==> src/rtl/leaf_user_in_fifo.sv <==
// Per-port input buffer between the leaf interface and an HLS ap_fifo input stream, with a registered FWFT read port.
// Optional statistics ports (word_count, max_occupancy, ovf_err) are enabled by defining LEAF_USER_IN_FIFO_STATS_EN.
module leaf_user_in_fifo #(
   parameter int PAYLOAD_BITS = 32,
   parameter int DEPTH_BITS   = 4,
   parameter int AFULL_MARGIN = 2
) (
   input  logic                    clk_user,
   input  logic                    reset,
   input  logic [PAYLOAD_BITS-1:0] dout_leaf_interface2user,
   input  logic                    vld_interface2user,
   output logic                    ack_user2interface,
   output logic [PAYLOAD_BITS-1:0] user_dout,
   output logic                    user_empty_n,
   input  logic                    user_read,
   output logic [DEPTH_BITS:0]     occupancy
`ifdef LEAF_USER_IN_FIFO_STATS_EN
   ,
   output logic [31:0]             word_count,
   output logic [DEPTH_BITS:0]     max_occupancy,
   output logic [0:0]              ovf_err
`endif
);

   localparam int                  DEPTH    = 1 << DEPTH_BITS;
   localparam logic [DEPTH_BITS:0] DEPTH_W  = (DEPTH_BITS+1)'(DEPTH);
   localparam logic [DEPTH_BITS:0] MARGIN_W = (DEPTH_BITS+1)'(AFULL_MARGIN);

   logic [PAYLOAD_BITS-1:0] mem [DEPTH];
   logic [DEPTH_BITS-1:0]   wptr;
   logic [DEPTH_BITS-1:0]   rptr;
   logic [DEPTH_BITS:0]     mem_count;
   logic [DEPTH_BITS:0]     mem_count_next;
   logic [DEPTH_BITS:0]     occ_next;
   logic                    wr_attempt;
   logic                    full;
   logic                    wr_en;
   logic                    pop;
   logic                    load;

`ifndef LEAF_USER_IN_FIFO_STATS_EN
   logic [0:0] ovf_err;
   logic       unused_ovf_err;
   assign unused_ovf_err = ovf_err[0];
`endif

   assign wr_attempt = vld_interface2user && ack_user2interface;
   assign full       = (occupancy == DEPTH_W);
   assign wr_en      = wr_attempt && !full;
   assign pop        = user_read && user_empty_n;
   // Refill the output stage only from words already in memory; no write-to-output bypass.
   assign load       = (mem_count != '0) && (!user_empty_n || pop);

   always_comb begin
      // NOTE: every always_comb output gets a default first so no path leaves it unassigned (no latch).
      occ_next       = occupancy;
      mem_count_next = mem_count;
      case ({wr_en, pop})
         2'b10:   occ_next = occupancy + 1'b1;
         2'b01:   occ_next = occupancy - 1'b1;
         default: occ_next = occupancy;
      endcase
      case ({wr_en, load})
         2'b10:   mem_count_next = mem_count + 1'b1;
         2'b01:   mem_count_next = mem_count - 1'b1;
         default: mem_count_next = mem_count;
      endcase
   end

   // NOTE: the storage array has no reset so it maps onto distributed RAM; stale contents are never read.
   always_ff @(posedge clk_user) begin
      if (wr_en) mem[wptr] <= dout_leaf_interface2user;
   end

   // NOTE: sequential state uses non-blocking assignments so every register samples pre-edge values.
   always_ff @(posedge clk_user) begin
      if (reset) begin
         wptr               <= '0;
         rptr               <= '0;
         mem_count          <= '0;
         occupancy          <= '0;
         ack_user2interface <= 1'b0;
         user_empty_n       <= 1'b0;
         user_dout          <= '0;
         ovf_err            <= 1'b0;
      end else begin
         if (wr_en) wptr <= wptr + DEPTH_BITS'(1);
         if (load)  rptr <= rptr + DEPTH_BITS'(1);
         mem_count <= mem_count_next;
         occupancy <= occ_next;
         // Ack is computed from the post-edge count, so it is withdrawn before the buffer can overflow.
         ack_user2interface <= (DEPTH_W - occ_next) > MARGIN_W;
         if (load) user_dout <= mem[rptr];
         user_empty_n <= load || (user_empty_n && !pop);
         if (wr_attempt && full) ovf_err <= 1'b1;
      end
   end

`ifdef LEAF_USER_IN_FIFO_STATS_EN
   always_ff @(posedge clk_user) begin
      if (reset) begin
         word_count    <= '0;
         max_occupancy <= '0;
      end else begin
         if (wr_en) word_count <= word_count + 32'd1;
         if (occ_next > max_occupancy) max_occupancy <= occ_next;
      end
   end
`endif

endmodule

==> config.mk <==
export PLATFORM = sky130hd
export DESIGN_NAME = leaf_user_in_fifo
export DESIGN_NICKNAME = d
export VERILOG_FILES = /design/src/rtl/leaf_user_in_fifo.sv
export SDC_FILE = /design/constraint.sdc
export NUM_CORES = 1
export LEC_CHECK = 0
export BUFFER_PORTS_ARGS = -buffer_cell sky130_fd_sc_hd__buf_4
export CAP_MARGIN = 20
export CORE_ASPECT_RATIO = 1.4
export CORE_MARGIN = 2
export CORE_UTILIZATION = 45
export DETAILED_ROUTE_END_ITERATION = 6
export GPL_ROUTABILITY_DRIVEN = 0
export SYNTH_ARGS = -nofsm -noshare
export SYNTH_HDL_FRONTEND = slang
export SYNTH_SLANG_ARGS = --single-unit
==> constraint.sdc <==
create_clock -name clk_user -period 5.5 [get_ports clk_user]
set_input_delay 1.1 -clock clk_user [delete_from_list [all_inputs] [get_ports clk_user]]
set_output_delay 1.1 -clock clk_user [all_outputs]
set_load 0.01 [all_outputs]
==> flow_summary.json <==
{
  "status": "complete, no violations",
  "routed_wl_um": 45800,
  "path_clk_slew_ps": 70,
  "cts-htree-levels": 2,
  "grt.busiest_layer": "met2",
  "arrival_ps": 4050,
  "ys_ff_latch": 564,
  "clock_latency_ps": 590,
  "antenna_found_initial": 0,
  "fin_worst_skew_ps": 26.5,
  "cts_buffer_depth": 3,
  "path_class": "flip-flop to flip-flop",
  "path_delay_family": "adder cells",
  "dp.cells": 1691,
  "syn_avg_cell_area_um2": 21.2,
  "cp-start-kind": "flip-flop",
  "clock-sinks": 564,
  "whs_ps": 454,
  "fin_crit_sh_pct": 66.2,
  "syn_to_final_growth_pct": 14.8,
  "first_iter_violations": 777,
  "antenna_cells": 0,
  "setup_slack_ps": 1860,
  "grt_pass1_wl_um": 69000,
  "use_met1_pct": 24.8,
  "via_per_inst": 5.63,
  "cp_max_fo": 10,
  "grt_pass1_vias": 10589,
  "portBuffers": 74,
  "nets": 1167,
  "die_h_um": 263,
  "cts_tree": "built",
  "synth_edf_count": 512,
  "endpoint_kind": "flip-flop",
  "cts_resized": 0,
  "place_ws_ps": 1330,
  "yosys_warnings": 0,
  "p_leak_nw": 7.85,
  "crit_required_ps": 5910,
  "cts_setup_buffers": 0,
  "rsz0062_at_grt": "no",
  "detail-route-antenna-nets": 0,
  "layout_min_cycle_time_ps": 3640,
  "critPathMaxStageDelay_ps": 750,
  "crit_path_frequent_cell": "ha_1",
  "setup_viol": 0,
  "hold_class": "flip-flop to flip-flop",
  "grt_overflow": 0,
  "drt-pass1-iter-count": 5,
  "irDropWorstVdd_uv": 452,
  "final_cells": 1790,
  "cp_num_buf_inv": 2,
  "p_per_area_nw_per_um2": 449,
  "grt_use_met3_pct": 2.99,
  "fmax_mhz": 275,
  "root_buffer": "clkbuf_16",
  "dr_total_vias": 10074,
  "critical_path.cell_chain": "nor2_1 -> a31oi_1 -> inv_1 -> ha_1 -> xor2_1 -> ha_1 -> mux2i_1 -> inv_1 -> ha_1 -> nor2_1 -> nor4_1 -> a221oi_1",
  "dp_hpwl_um": 25300,
  "post_drt_wl_per_cell_um": 25.6,
  "grt_max_degree": 66,
  "io_pins": 75,
  "async_flop_share_pct": 0,
  "cp_slowest_cell": "a31oi_1",
  "tns_ps": 0,
  "ys_seq_area_share_pct": 75.9,
  "die-width_um": 189,
  "ys_dominant_reg_cell": "edfxtp_1",
  "fp-row-count": 95,
  "finalHoldViolCount": 0,
  "drive_above_1_share_pct": 30.9,
  "synthDistinctLibCells": 39,
  "grtUsageMet2_pct": 32.5,
  "tightestPinTransition_ps": 970,
  "start_util_pct": 45.2,
  "numCtsBuffers": 53,
  "slew_violations": 0,
  "die_area_um2": 49800,
  "slew_headroom_pct": 35.0,
  "syn_nets": 1070,
  "core_area_um2": 47800,
  "synth_area_um2": 21600,
  "cts_hold_buffers": 0,
  "drc": 0,
  "syn_inst": 1019,
  "grt_usage_pct": 18.8,
  "maxCapViolCount": 0
}
==> kinds of logic after synthesis <==
family,Yosys count,share of synthesized area (%)
adder cells (fa/ha/maj),15,0.903
AND/OR/NAND/NOR,137,2.67
XOR/XNOR,17,0.689
AO/OA/AOI/OAI,58,1.48
multiplexers,161,16.7
buffers and inverters,67,1.60
flip-flops,564,75.9
==> sequential cells by signal, summed over array words and instances (netlist names) <==
name	count
mem	512
user_dout	32
mem_count	5
occupancy	5
rptr	4
wptr	4
ack_user2interface	1
user_empty_n	1
==> final cells by class <==
type	count	area, µm²
inverters	11	41.3
repair buffers	98	823
well taps	630	788
flip-flops and latches	564	16400
clock buffers	64	1380
fillers	3807	23000
multi-input cells	388	4970
clock inverters	35	382
==> tightest hold or removal path: cells and delay by family (launching register included) <==
family          cells  cell delay (ps)
simple gates        1               50
flops               1              310
compound gates      1               50
==> cell usage after synthesis (2+ instances only) <==
cell type	count	area [µm²]
ha_1	14	175
nand4_1	2	12.5
inv_1	10	37.5
a21oi_1	45	225
o21ai_0	3	15.0
a211oi_1	2	15.0
nor2b_1	4	25.0
clkbuf_1	23	86.3
nor2_1	38	143
xor2_1	12	105
xnor2_1	5	43.8
buf_2	10	50.1
buf_6	11	124
nand2b_1	3	18.8
buf_1	12	45.0
dfxtp_1	52	1040
edfxtp_1	512	15400
nand2_1	75	282
mux4_2	160	3600
nor3_1	6	30.0
a21o_1	2	15.0
==> path summary, 6_finish.rpt <==
kind	startpoint	to	depth (start not counted)	slack (ps)
max reg2reg	occupancy[2]	ack_user2interface	12	1860
max	occupancy[2]	ack_user2interface	12	1860
min reg2reg	user_dout[27]	user_dout[27]	2	450
min	user_dout[27]	user_dout[27]	2	450
==> cells in the final DEF, fill, tap and decap left out, drive strengths merged, types with 2 or more instances in the layout <==
cell type | Yosys | final
nor3 | 6 | 6
dfxtp | 52 | 52
clkbuf | 23 | 64
ha | 14 | 14
edfxtp | 512 | 512
bufinv | 0 | 8
clkinv | 0 | 21
buf | 33 | 98
inv | 11 | 15
a21o | 2 | 2
a211oi | 2 | 2
xor2 | 12 | 12
o21ai | 4 | 4
mux4 | 160 | 160
nor2 | 38 | 38
nor2b | 4 | 4
xnor2 | 5 | 5
and2 | 2 | 2
clkinvlp | 0 | 2
a21oi | 45 | 45
nand4 | 2 | 2
nand2 | 75 | 75
nand2b | 3 | 3
==> per-stage QoR <==
step	util [%]	total power, W	cell area [µm²]
2_1_floorplan	-	0.00679	21600
4_1_cts	51.9	0.0113	24800
3_5_place_dp	48.2	0.00758	23000
5_1_grt	51.9	0.0116	24800
3_3_place_gp	48.2	0.00757	23000
6_report	51.9	0.0111	24800
==> report_power, final <==
part	internal (W)	switching [W]	leakage, nW	total (W)
Sequential	0.00486	0.000176	5.04	0.00504
Clock	0.00216	0.00156	0.860	0.00372
Combinational	0.00118	0.00120	1.94	0.00238
==> metal layers <==
layer	vias to the layer above	part of all wire [%]
li1	4352	-
met1	5399	40
met2	258	52
met3	65	5.0
met4	0	2.5
met5	-	0
(Power assumes the default switching activity.)
